### src/rtl/dual_core_sum_sync.sv
// Lockstep controller for the cross-core partial-sum exchange: pops both sum FIFOs
// together, then runs the per-row normalization window and tracks job progress.
module dual_core_sum_sync #(
    parameter int ROW_W    = 5,
    parameter int NORM_CYC = 2,
    parameter int TIMEOUT  = 64
) (
    input  logic             clk,
    input  logic             reset,
    input  logic             start,
    input  logic             abort,
    input  logic             err_clr,
    input  logic [ROW_W-1:0] num_rows,
    input  logic             core0_sum_valid,
    input  logic             core1_sum_valid,
    output logic             core0_fifo_rd,
    output logic             core1_fifo_rd,
    output logic             norm_en,
    output logic             busy,
    output logic             done,
    output logic             err,
    output logic [ROW_W-1:0] rows_done
);
    localparam int WCW = $clog2(TIMEOUT);
    localparam int NCW = (NORM_CYC > 1) ? $clog2(NORM_CYC) : 1;

    typedef enum logic [2:0] {
        ST_IDLE,
        ST_WAIT,
        ST_XCHG,
        ST_NORM,
        ST_DONE,
        ST_ERR
    } state_t;

    state_t           state_reg;
    logic [ROW_W-1:0] num_rows_reg;
    logic [ROW_W-1:0] rows_done_reg;
    logic [WCW-1:0]   wait_cnt_reg;
    logic [NCW-1:0]   norm_cnt_reg;
    logic [ROW_W-1:0] rows_done_next;
    logic             both_valid;

    assign rows_done_next = rows_done_reg + ROW_W'(1);
    assign both_valid     = core0_sum_valid & core1_sum_valid;

    always_ff @(posedge clk) begin
        if (!reset) begin
            state_reg     <= ST_IDLE;
            num_rows_reg  <= '0;
            rows_done_reg <= '0;
            wait_cnt_reg  <= '0;
            norm_cnt_reg  <= '0;
        end else begin
            case (state_reg)
                ST_IDLE: begin
                    if (start) begin
                        num_rows_reg  <= num_rows;
                        rows_done_reg <= '0;
                        wait_cnt_reg  <= '0;
                        state_reg     <= (num_rows == '0) ? ST_DONE : ST_WAIT;
                    end
                end
                ST_WAIT: begin
                    // Exchange beats the timeout when both land on the final wait cycle
                    if (abort) begin
                        state_reg <= ST_IDLE;
                    end else if (both_valid) begin
                        state_reg <= ST_XCHG;
                    end else if (wait_cnt_reg == WCW'(TIMEOUT - 1)) begin
                        state_reg <= ST_ERR;
                    end else begin
                        wait_cnt_reg <= wait_cnt_reg + WCW'(1);
                    end
                end
                ST_XCHG: begin
                    wait_cnt_reg <= '0;
                    norm_cnt_reg <= '0;
                    state_reg    <= abort ? ST_IDLE : ST_NORM;
                end
                ST_NORM: begin
                    if (abort) begin
                        state_reg <= ST_IDLE;
                    end else if (norm_cnt_reg == NCW'(NORM_CYC - 1)) begin
                        rows_done_reg <= rows_done_next;
                        state_reg     <= (rows_done_next == num_rows_reg) ? ST_DONE : ST_WAIT;
                    end else begin
                        norm_cnt_reg <= norm_cnt_reg + NCW'(1);
                    end
                end
                ST_DONE: begin
                    state_reg <= ST_IDLE;
                end
                ST_ERR: begin
                    if (err_clr) begin
                        state_reg <= ST_IDLE;
                    end
                end
                default: begin
                    state_reg <= ST_IDLE;
                end
            endcase
        end
    end

    // Pure state decodes keep both pop strobes identical by construction
    assign core0_fifo_rd = (state_reg == ST_XCHG);
    assign core1_fifo_rd = (state_reg == ST_XCHG);
    assign norm_en       = (state_reg == ST_NORM);
    assign busy          = (state_reg == ST_WAIT) || (state_reg == ST_XCHG) || (state_reg == ST_NORM);
    assign done          = (state_reg == ST_DONE);
    assign err           = (state_reg == ST_ERR);
    assign rows_done     = rows_done_reg;

endmodule

### config.mk
export PLATFORM = sky130hd
export DESIGN_NAME = dual_core_sum_sync
export DESIGN_NICKNAME = d
export VERILOG_FILES = /design/src/rtl/dual_core_sum_sync.sv
export SDC_FILE = /design/constraint.sdc
export NUM_CORES = 1
export LEC_CHECK = 0
export ABC_AREA = 0
export BUFFER_PORTS_ARGS = -buffer_cell sky130_fd_sc_hd__buf_2
export CORE_MARGIN = 8
export CORE_UTILIZATION = 35
export CTS_BUF_LIST = sky130_fd_sc_hd__clkbuf_4
export CTS_CLUSTER_DIAMETER = 80
export DETAILED_ROUTE_END_ITERATION = 10
export PLACE_DENSITY = 0.65
export SYNTH_ARGS = -nofsm -noshare
export SYNTH_HDL_FRONTEND = slang
export SYNTH_SLANG_ARGS = --single-unit
### constraint.sdc
create_clock -name clk -period 5.25 [get_ports clk]
set_input_delay 0.2625 -clock clk [delete_from_list [all_inputs] [get_ports clk]]
set_output_delay 0.2625 -clock clk [all_outputs]
set_load 0.005 [all_outputs]
==> results.md, run 1 <==
* Min-delay worst type: primary input to flop
* Critical path arrival at 2380 ps
* Vias per cell at 5.18
* R2R setup slack at 3120 ps
* WP data required at 5490 ps
* GRT overflow at 0
* Area contributors post-synth: dfxtp_1 34%, nor2b_1 5.9%, mux2i_1 5.1%
* Hpwl dp at 2020 um
* Fin crit period at 2130 ps
* Max FFs per register at 6
* Capturing point of the worst reg2reg path: wait_cnt_reg[1]
* Most frequent cells in the layout: 22 x buf_2, 20 x dfxtp_1, 14 x nor2_1
* CP endpoint: wait_cnt_reg[1]
* Largest net degree at the start of global routing at 18
* Synthesized area at 1170 sq um
* Clock sinks at 20
* Post-CTS Setup Bufs at 0
* Die X at 73.9 um
* Number of global-route vias before repair at 986
* Cells after synthesis at 136
* CP Class: flop to flop
* Hold Buf Count CTS at 0
* Tcrit/Tclk final at 0.406
* Top cell type's share of synthesized area at 0.342
* Drt drc at 0
* Die area at 5460 sq um
* Worst-path maximum fanout at 15
* Clock-pin slew on the worst setup and hold paths at 110 ps
* Actual slew at the worst max-slew pin at 755 ps
* Nets at 172
* Antenna violations before repair at 0
* Drt total wl at 2630 um
* Fin. Hold Viols at 0
* Fin Clk Skew at 2.27 ps
* Commonest non-fill, non-tap cell in the layout: buf_2
* Rel. slew slack at 0.495
* Gpl congestion at 0.771
* Std-Cell Core Area at 3280 sq um
* Ys flop type: dfxtp_1
* Clk Latency, worst-skew pair at 300 ps
* Fin. max-slew vios at 0
* Starting Density at 0.357
* Placed Instances at 199
* R2R depth at 5
* Leakage at 0.553 nW
* Clock tree buffer depth at 2
* Status: complete, no violations
* Root buffer cell: clkbuf_4
* Routed WL per cell at 12.9 um
* Post_cts resized at 0
* Ant. Diodes at 0
* Setup crit end kind: flop
* # IOs at 23
* Max Freq at 469 MHz
* Antenna Violating Nets Remaining at 0
* Final non-filler cell total at 203
* Share of layout cells above drive strength 1 at 0.191
* 1st-pass router iterations at 4
* Cell area after layout at 1340 sq um
* Overall power at 0.311 mW
* CTS tree: yes
* Sequential cell area fraction in the yosys report at 0.342
* Worst R2R Start: state_reg[0]
* Yosys cell types at 44
* Starting DRC count in detailed routing at 73
* Num CTS Buffers at 3
* Mapped Nets at 150
* Htree depth at 1
* Ys Warns at 0
* IO buf count at 22
* Setup_tns at 0 ps
* Post-synth top area cell: dfxtp_1
* Final setup viols at 0
* EDFF count, synth at 0
* Chip height at 73.9 um
* Worst vdd ir at 0.0778 mV
* Row cnt at 21
* Vias at 1052
* Cell Area, Placed at 1320 sq um
* Crit path launch type: flop
* Flops & latches, synth at 20
* Max-cap check violation count at 0
* CP startpoint: state_reg[0]
* Synthesized area per cell at 8.62 sq um
* Power Density at 232 nW/um^2
* Total track usage at 0.100
* Unrepaired setup endpoints after global routing: no
* Global-route wire length before repair at 4340 um
* Async S/R FF share, synth at 0
* Area growth, synth to finish at 14.6%
==> area by class of cell <==
type / count / area, sq um
clock buffer: 3 / 22.5
clock inverter: 1 / 3.75
fill: 326 / 1940
inverter: 2 / 7.51
multi-input combinational: 109 / 742
sequential: 20 / 400
tap: 46 / 57.6
timing repair buffer: 22 / 110
==> critical path, cell delays in order (launching register included) <==
cell and delay [ps]:
dfxtp_1 620, or3b_4 460, a311oi_4 340, nor2_2 130, or3b_1 390, a21boi_1 130
==> cells in the mapped netlist (2+ instances only) <==
master and instances:
dfxtp_1 20, nor2_1 14, nor2b_1 11, o21ai_0 9
nand2_1 7, mux2i_1 6, nand3_1 6, a21oi_1 4
clkbuf_1 4, xor2_1 4, a21o_1 3, nor3b_1 3
or3_1 3, a21boi_0 2, a31oi_1 2, and2_1 2
and3b_1 2, ha_1 2, inv_1 2, nand2b_1 2
nor3_1 2, nor4_1 2, nor4bb_1 2, xnor2_1 2
==> where the power goes <==
group          internal, mW  total, mW  switching (mW)
clock                0.0277     0.0750          0.0472
combinational        0.0321     0.0653          0.0331
sequential            0.158      0.171          0.0124
total                 0.218      0.311          0.0928
==> metal layers <==
layer / vias to the layer above / global-route usage / share of wire
met3: 5 / 0.0246 / 0.060
met1: 488 / 0.121 / 0.47
met5: - / 0 / 0
met4: 0 / 0.0377 / 0.014
met2: 18 / 0.166 / 0.46
li1: 541 / - / -
==> how the worst min path moves through the flow <==
stage / start / end / cells after the start
final: core0_sum_valid / state_reg[1] / 3
after global routing: num_rows[1] / num_rows_reg[1] / 3
after CTS: core0_sum_valid / state_reg[1] / 3
after detailed placement: wait_cnt_reg[1] / wait_cnt_reg[1] / 2
after global placement: rows_done[4] / rows_done[4] / 1
after floorplan: reset / norm_cnt_reg / 1
==> logic make-up after synthesis <==
family,Yosys count,share of synthesized area
AOI/OAI and AO/OA,32,0.201
xor gates and xnor gates,6,0.0448
adders and majority gates,2,0.0213
buffers and inverters,7,0.0256
DFF,20,0.342
muxes,6,0.0512
and+or+nand+nor,63,0.315
==> through the flow <==
| stage | utilization | hold slack, ps | worst slack, ps |
|---|---|---|---|
| floorplan | - | 391 | 3520 |
| global placement | 0.401 | 481 | 3220 |
| detailed placement | 0.401 | 493 | 3150 |
| CTS | 0.409 | 237 | 3120 |
| global route | 0.409 | 263 | 3010 |
| finish | 0.409 | 238 | 3120 |
Power figures use the tool's default switching activity.
==> run 2: changes to the inputs <==
==> constraint.sdc (replaced) <==
create_clock -name clk -period 2.22 [get_ports clk]
set_input_delay 0.111 -clock clk [delete_from_list [all_inputs] [get_ports clk]]
set_output_delay 0.111 -clock clk [all_outputs]
set_load 0.005 [all_outputs]
==> results.md, run 2 (synthesized netlist as in run 1, its figures left out) <==
* Status: complete, no violations
* Crit path buf inv count at 0 (unchanged)
* Share of layout cells above drive strength 1 at 0.213 (+0.0214)
* Gpl congestion at 0.774 (+0.38%)
* Fin util at 0.417 (+0.00800)
* Vias at 1076 (+2.3%)
* Final setup viols at 0 (unchanged)
* Critical path's slowest cell: dfxtp_1
* Max stage delay on crit path at 460 ps (-160 ps)
* Clock sinks at 20 (unchanged)
* Critical Path Stages at 5 (unchanged)
* Antenna Violating Nets Remaining at 0 (unchanged)
* Ant. Diodes at 0 (unchanged)
* Capturing point of the worst reg2reg path: wait_cnt_reg[3]
* Drt total wl at 2650 um (+1.0%)
* Crit path launch type: flop
* Post_cts resized at 0 (unchanged)
* Starting Density at 0.357 (unchanged)
* Total track usage at 0.104 (+0.00345)
* Cell Chain, Critical Path: or3b_4 -> a311oi_4 -> nor2_2 -> or3_1 -> a21oi_1
* Fin crit period at 2000 ps (-134 ps)
* Clk Latency, worst-skew pair at 290 ps (about the same)
* GRT overflow at 0 (unchanged)
* Worst R2R Start: state_reg[1]
* Power Density at 539 nW/um^2 (+130%)
* Die area at 5460 sq um (unchanged)
* Most frequent cells in the layout: 22 x buf_2, 20 x dfxtp_1, 14 x nor2_1
* Unrepaired setup endpoints after global routing: no
* Post-CTS Setup Bufs at 0 (unchanged)
* Worst vdd ir at 0.169 mV (+120%)
* Area growth, synth to finish at 16.9%
* Clock tree buffer depth at 2 (unchanged)
* Drt drc at 0 (unchanged)
* Root buffer cell: clkbuf_4
* CP Class: flop to flop
* CP endpoint: wait_cnt_reg[3]
* IO buf count at 22 (unchanged)
* R2R depth at 5 (unchanged)
* Actual slew at the worst max-slew pin at 493 ps (-262 ps)
* Htree depth at 1 (unchanged)
* Vias per cell at 5.22 (+0.79%)
* Hold Buf Count CTS at 0 (unchanged)
* # IOs at 23 (unchanged)
* WP data required at 2440 ps (-3050 ps)
* Kind of cell adding the most delay to the critical path: simple AND/OR/NAND/NOR gates
* Max FFs per register at 6 (unchanged)
* Clock-pin slew on the worst setup and hold paths at 110 ps (about the same)
* Std-Cell Core Area at 3280 sq um (unchanged)
* Hpwl dp at 2100 um (+3.8%)
* Number of global-route vias before repair at 1063 (+7.8%)
* Fin. max-slew vios at 0 (unchanged)
* CP startpoint: state_reg[1]
* Worst-path maximum fanout at 15 (unchanged)
* Placed Instances at 203 (+2.0%)
* Global-route wire length before repair at 4550 um (+4.9%)
* Cell Area, Placed at 1350 sq um (+2.3%)
* Commonest non-fill, non-tap cell in the layout: buf_2
* Min-delay worst type: primary input to flop
* R2R setup slack at 220 ps (-2900 ps)
* Routed WL per cell at 12.9 um (-0.44%)
* Area occupied by multi-input gates at 742 sq um (unchanged)
* FF/Latch Area at 400 sq um (unchanged)
* Cell area after layout at 1370 sq um (+2.0%)
* Fin. Hold Viols at 0 (unchanged)
* Fin Clk Skew at 0.704 ps (-1.56 ps)
* Setup crit end kind: flop
* Final non-filler cell total at 206 (+1.5%)
* Num CTS Buffers at 3 (unchanged)
* Starting DRC count in detailed routing at 97 (+33%)
* Chip height at 73.9 um (unchanged)
* CTS tree: yes
* Leakage at 0.572 nW (+3.5%)
* Rel. slew slack at 0.667 (+0.172)
* Antenna violations before repair at 0 (unchanged)
* Setup_tns at 0 ps (unchanged)
* 1st-pass router iterations at 4 (unchanged)
* Filler cells at 342 (+4.9%)
* Largest net degree at the start of global routing at 18 (unchanged)
* Die X at 73.9 um (unchanged)
* Nets at 176 (+2.3%)
* Overall power at 0.739 mW (+140%)
* Critical path arrival at 2220 ps (-160 ps)
* Tcrit/Tclk final at 0.900 (+0.494)
* Row cnt at 21 (unchanged)
* Max-cap check violation count at 0 (unchanged)
* Max Freq at 501 MHz (+6.7%)
[run 2: routing by layer]
layer | up-vias | wire length, um | GRT usage
li1 | 542 | - | -
met1 | 506 | 1190 | 0.121
met2 | 24 | 1270 | 0.178
met3 | 4 | 168 | 0.0273
met4 | 0 | 25 | 0.0333
met5 | - | 0 | 0
[run 2: through the flow]
step / worst slack, ps / hold slack, ps
2_1_floorplan: 489 / 239
3_3_place_gp: 330 / 392
3_5_place_dp: 251 / 396
4_1_cts: 218 / 82.2
5_1_grt: 88.1 / 95.2
6_report: 223 / 88.8
[run 2: cell type report]
class,count,area share
Tap cell,46,0.0420
Multi-Input combinational cell,109,0.542
Inverter,2,0.00548
Clock buffer,3,0.0164
Sequential cell,20,0.292
Timing Repair Buffer,26,0.102
[run 2: worst reg2reg max path, stage by stage (launching register included)]
cell and delay, ps:
dfxtp_1 460, or3b_4 460, a311oi_4 330, nor2_2 130, or3_1 380, a21oi_1 170
[run 2: worst min path at each step]
| stage | start | endpoint | depth (start not counted) | slack, ps |
|---|---|---|---|---|
| floorplan | reset | norm_cnt_reg | 1 | 240 |
| global placement | num_rows[0] | num_rows_reg[0] | 3 | 390 |
| detailed placement | num_rows[0] | num_rows_reg[0] | 3 | 400 |
| CTS | num_rows[0] | num_rows_reg[0] | 3 | 80 |
| global route | num_rows[0] | num_rows_reg[0] | 3 | 100 |
| finish | num_rows[0] | num_rows_reg[0] | 3 | 90 |
[run 2: where the power goes]
group	leakage [nW]	switching (mW)	internal, mW
Clock	0.0138	0.106	0.0631
Combinational	0.396	0.0965	0.0855
Sequential	0.162	0.0130	0.375
==> run 3: changes to the inputs <==
--- a/config.mk
+++ b/config.mk
@@ -5,7 +5,7 @@
 export SDC_FILE = /design/constraint.sdc
 export NUM_CORES = 1
 export LEC_CHECK = 0
-export ABC_AREA = 0
+export ABC_AREA = 1
 export BUFFER_PORTS_ARGS = -buffer_cell sky130_fd_sc_hd__buf_2
 export CORE_MARGIN = 8
 export CORE_UTILIZATION = 35
==> results.md, run 3 <==
* Sequential cell area fraction in the yosys report at 0.337 (-0.00432)
* Clk Latency, worst-skew pair at 310 ps (+20 ps)
* Post_cts resized at 0 (unchanged)
* Clock sinks at 20 (unchanged)
* Setup ws final at 547 ps (+325 ps)
* Synthesized area at 1190 sq um (+1.3%)
* Vias per cell at 4.78 (-8.5%)
* Clock tree buffer depth at 2 (unchanged)
* Async S/R FF share, synth at 0 (unchanged)
* Commonest non-fill, non-tap cell in the layout: nand2_1
* Adder-cell share of the synthesized area at 0.0211 (-0.000270)
* Worst slack at placement at 549 ps (+298 ps)
* Starting DRC count in detailed routing at 38 (-61%)
* Num CTS Buffers at 3 (unchanged)
* Fin crit period at 1670 ps (-325 ps)
* Drt drc at 0 (unchanged)
* IO buf count at 22 (unchanged)
* EDFF count, synth at 0 (unchanged)
* Worst-path maximum fanout at 11 (-4)
* GRT overflow at 0 (unchanged)
* Xor/xnor share of the synthesized area at 0.0148 (-0.0301)
* Post-CTS Setup Bufs at 0 (unchanged)
* Htree depth at 1 (unchanged)
* Ys Warns at 0 (unchanged)
* Cells after synthesis at 188 (+38%)
* Die area at 5510 sq um (+1.0%)
* Area growth, synth to finish at 14.6%
* Mux contribution to synthesized area at 0 (-0.0512)
* Root buffer cell: clkbuf_4
* Clock-pin slew on the worst setup and hold paths at 120 ps (about the same)
* Ant. Diodes at 0 (unchanged)
* Total track usage at 0.107 (+0.00372)
* Largest family of logic cells by synthesized area: simple AND/OR/NAND/NOR gates
* Setup_tns at 0 ps (unchanged)
* Gpl congestion at 0.831 (+7.4%)
* CTS tree: yes
* Unrepaired setup endpoints after global routing: no
* Synthesized area per cell at 6.32 sq um (-27%)
* Post-synth top area cell: dfxtp_1
* Std-Cell Core Area at 3310 sq um (+0.80%)
* Leakage at 0.627 nW (+9.5%)
* Yosys cell types at 27 (-39%)
* Largest net degree at the start of global routing at 12 (-6)
* Hpwl dp at 2200 um (+5.1%)
* Die X at 74.2 um (+0.50%)
* Number of global-route vias before repair at 1148 (+8.0%)
* Hold Buf Count CTS at 0 (unchanged)
* Routed WL per cell at 11.0 um (-15%)
* Min-delay worst type: primary input to flop
* Chip height at 74.2 um (+0.50%)
* Vias at 1224 (+14%)
* Max FFs per register at 6 (unchanged)
* Antenna Violating Nets Remaining at 0 (unchanged)
* Tcrit/Tclk final at 0.754 (-0.146)
* Rel. slew slack at 0.691 (+0.0242)
* Compound-cell area share of the yosys netlist at 0.163 (-0.0373)
* Max-cap check violation count at 0 (unchanged)
* Nets at 225 (+28%)
* Most frequent cell after synthesis: nand2_1
* Mapped Nets at 202 (+35%)
* Ys flop type: dfxtp_1
* Most frequent cells after synthesis: 53 x nand2_1, 24 x inv_1, 20 x dfxtp_1, 19 x nor2_1, 14 x a21oi_1
* Area contributors post-synth: dfxtp_1 34%, nand2_1 17%, inv_1 7.6%
* Critical path arrival at 1920 ps (-300 ps)
* # IOs at 23 (unchanged)
* Fin. max-slew vios at 0 (unchanged)
* Share of layout cells above drive strength 1 at 0.190 (-0.0220)
* Fin Clk Skew at 6.13 ps (+5.42 ps)
* Max Freq at 598 MHz (+19%)
* Actual slew at the worst max-slew pin at 462 ps (-30.2 ps)
* WP data required at 2460 ps (+20 ps)
* CP Class: flop to flop
* Worst vdd ir at 0.305 mV (+81%)
* Top cell type's share of synthesized area at 0.337 (-0.00432)
* Status: complete, no violations
* Fin. Hold Viols at 0 (unchanged)
* Row cnt at 21 (unchanged)
* 1st-pass router iterations at 4 (unchanged)
* Most frequent cells in the layout: 53 x nand2_1, 24 x inv_1, 22 x buf_2
* Final setup viols at 0 (unchanged)
* Starting Density at 0.359 (+0.00170)
* Power Density at 590 nW/um^2 (+9.4%)
* Drt total wl at 2810 um (+5.7%)
* Crit path launch type: flop
* Flops & latches, synth at 20 (unchanged)
* Global-route wire length before repair at 4760 um (+4.5%)
* Setup crit end kind: flop
* Simple-gate share of the synthesized area at 0.357 (+0.0424)
* Antenna violations before repair at 0 (unchanged)
[run 3: changes by cell type after synthesis, sizes merged, moves of 4 or more]
cell and delta:
nor2 +7, nor2b -11, a21oi +14, nand2 +50, inv +24, mux2i -6
nand4 +4
[run 3: worst max-delay path, cell delays in order, from the launching register on]
cell,delay [ps]
dfxtp_1,430
inv_2,110
nand2_2,100
inv_1,70
nand2_1,240
o21ai_1,140
o21ai_1,260
nand2_1,100
a21oi_1,160
[run 3: through the flow]
stage / instance area, sq um / hold slack [ps] / total power, mW / util / std cells
2_1_floorplan: 1190 / 288 / 0.571 / - / 188
3_5_place_dp: 1340 / 426 / 0.629 / 0.403 / 252
6_report: 1360 / 98.7 / 0.803 / 0.411 / 256
5_1_grt: 1360 / 109 / 0.871 / 0.411 / 256
4_1_cts: 1360 / 91.6 / 0.814 / 0.411 / 256
3_3_place_gp: 1340 / 419 / 0.628 / 0.403 / 252
[run 3: path summary, 6_finish.rpt]
check,startpoint,depth (start not counted),slack (ps),end
worst max-delay path,state_reg[2],8,550,rows_done[3]
worst min-delay path,err_clr,4,100,state_reg[2]
worst max register to register,state_reg[2],8,550,rows_done[3]
worst min register to register,norm_cnt_reg,2,480,norm_cnt_reg
[run 3: logic make-up after synthesis]
| kind of cell | after synthesis |
|---|---|
| buffers and inverters | 32 |
| AOI/OAI and AO/OA | 34 |
| adders and majority gates | 2 |
| and+or+nand+nor | 98 |
| DFF | 20 |
| xor gates and xnor gates | 2 |
[run 3: routing by layer]
| layer | wire [um] | share of wire | track usage | up-vias |
|---|---|---|---|---|
| li1 | - | - | - | 654 |
| met1 | 1400 | 0.50 | 0.132 | 538 |
| met2 | 1250 | 0.44 | 0.181 | 30 |
| met3 | 148 | 0.053 | 0.0323 | 2 |
| met4 | 14 | 0.0050 | 0.0196 | 0 |
| met5 | 0 | 0 | 0 | - |
[run 3: area by class of cell]
type | count | area, sq um
clock buffer | 3 | 22.5
clock inverter | 1 | 3.75
fill | 397 | 1950
inverter | 28 | 106
multi-input combinational | 136 | 661
sequential | 20 | 400
tap | 46 | 57.6
timing repair buffer | 22 | 110
[run 3: power breakdown]
| part | total (mW) | internal (mW) | switching, mW |
|---|---|---|---|
| combinational | 0.209 | 0.0703 | 0.139 |
| sequential | 0.409 | 0.386 | 0.0229 |
| clock | 0.184 | 0.0656 | 0.119 |
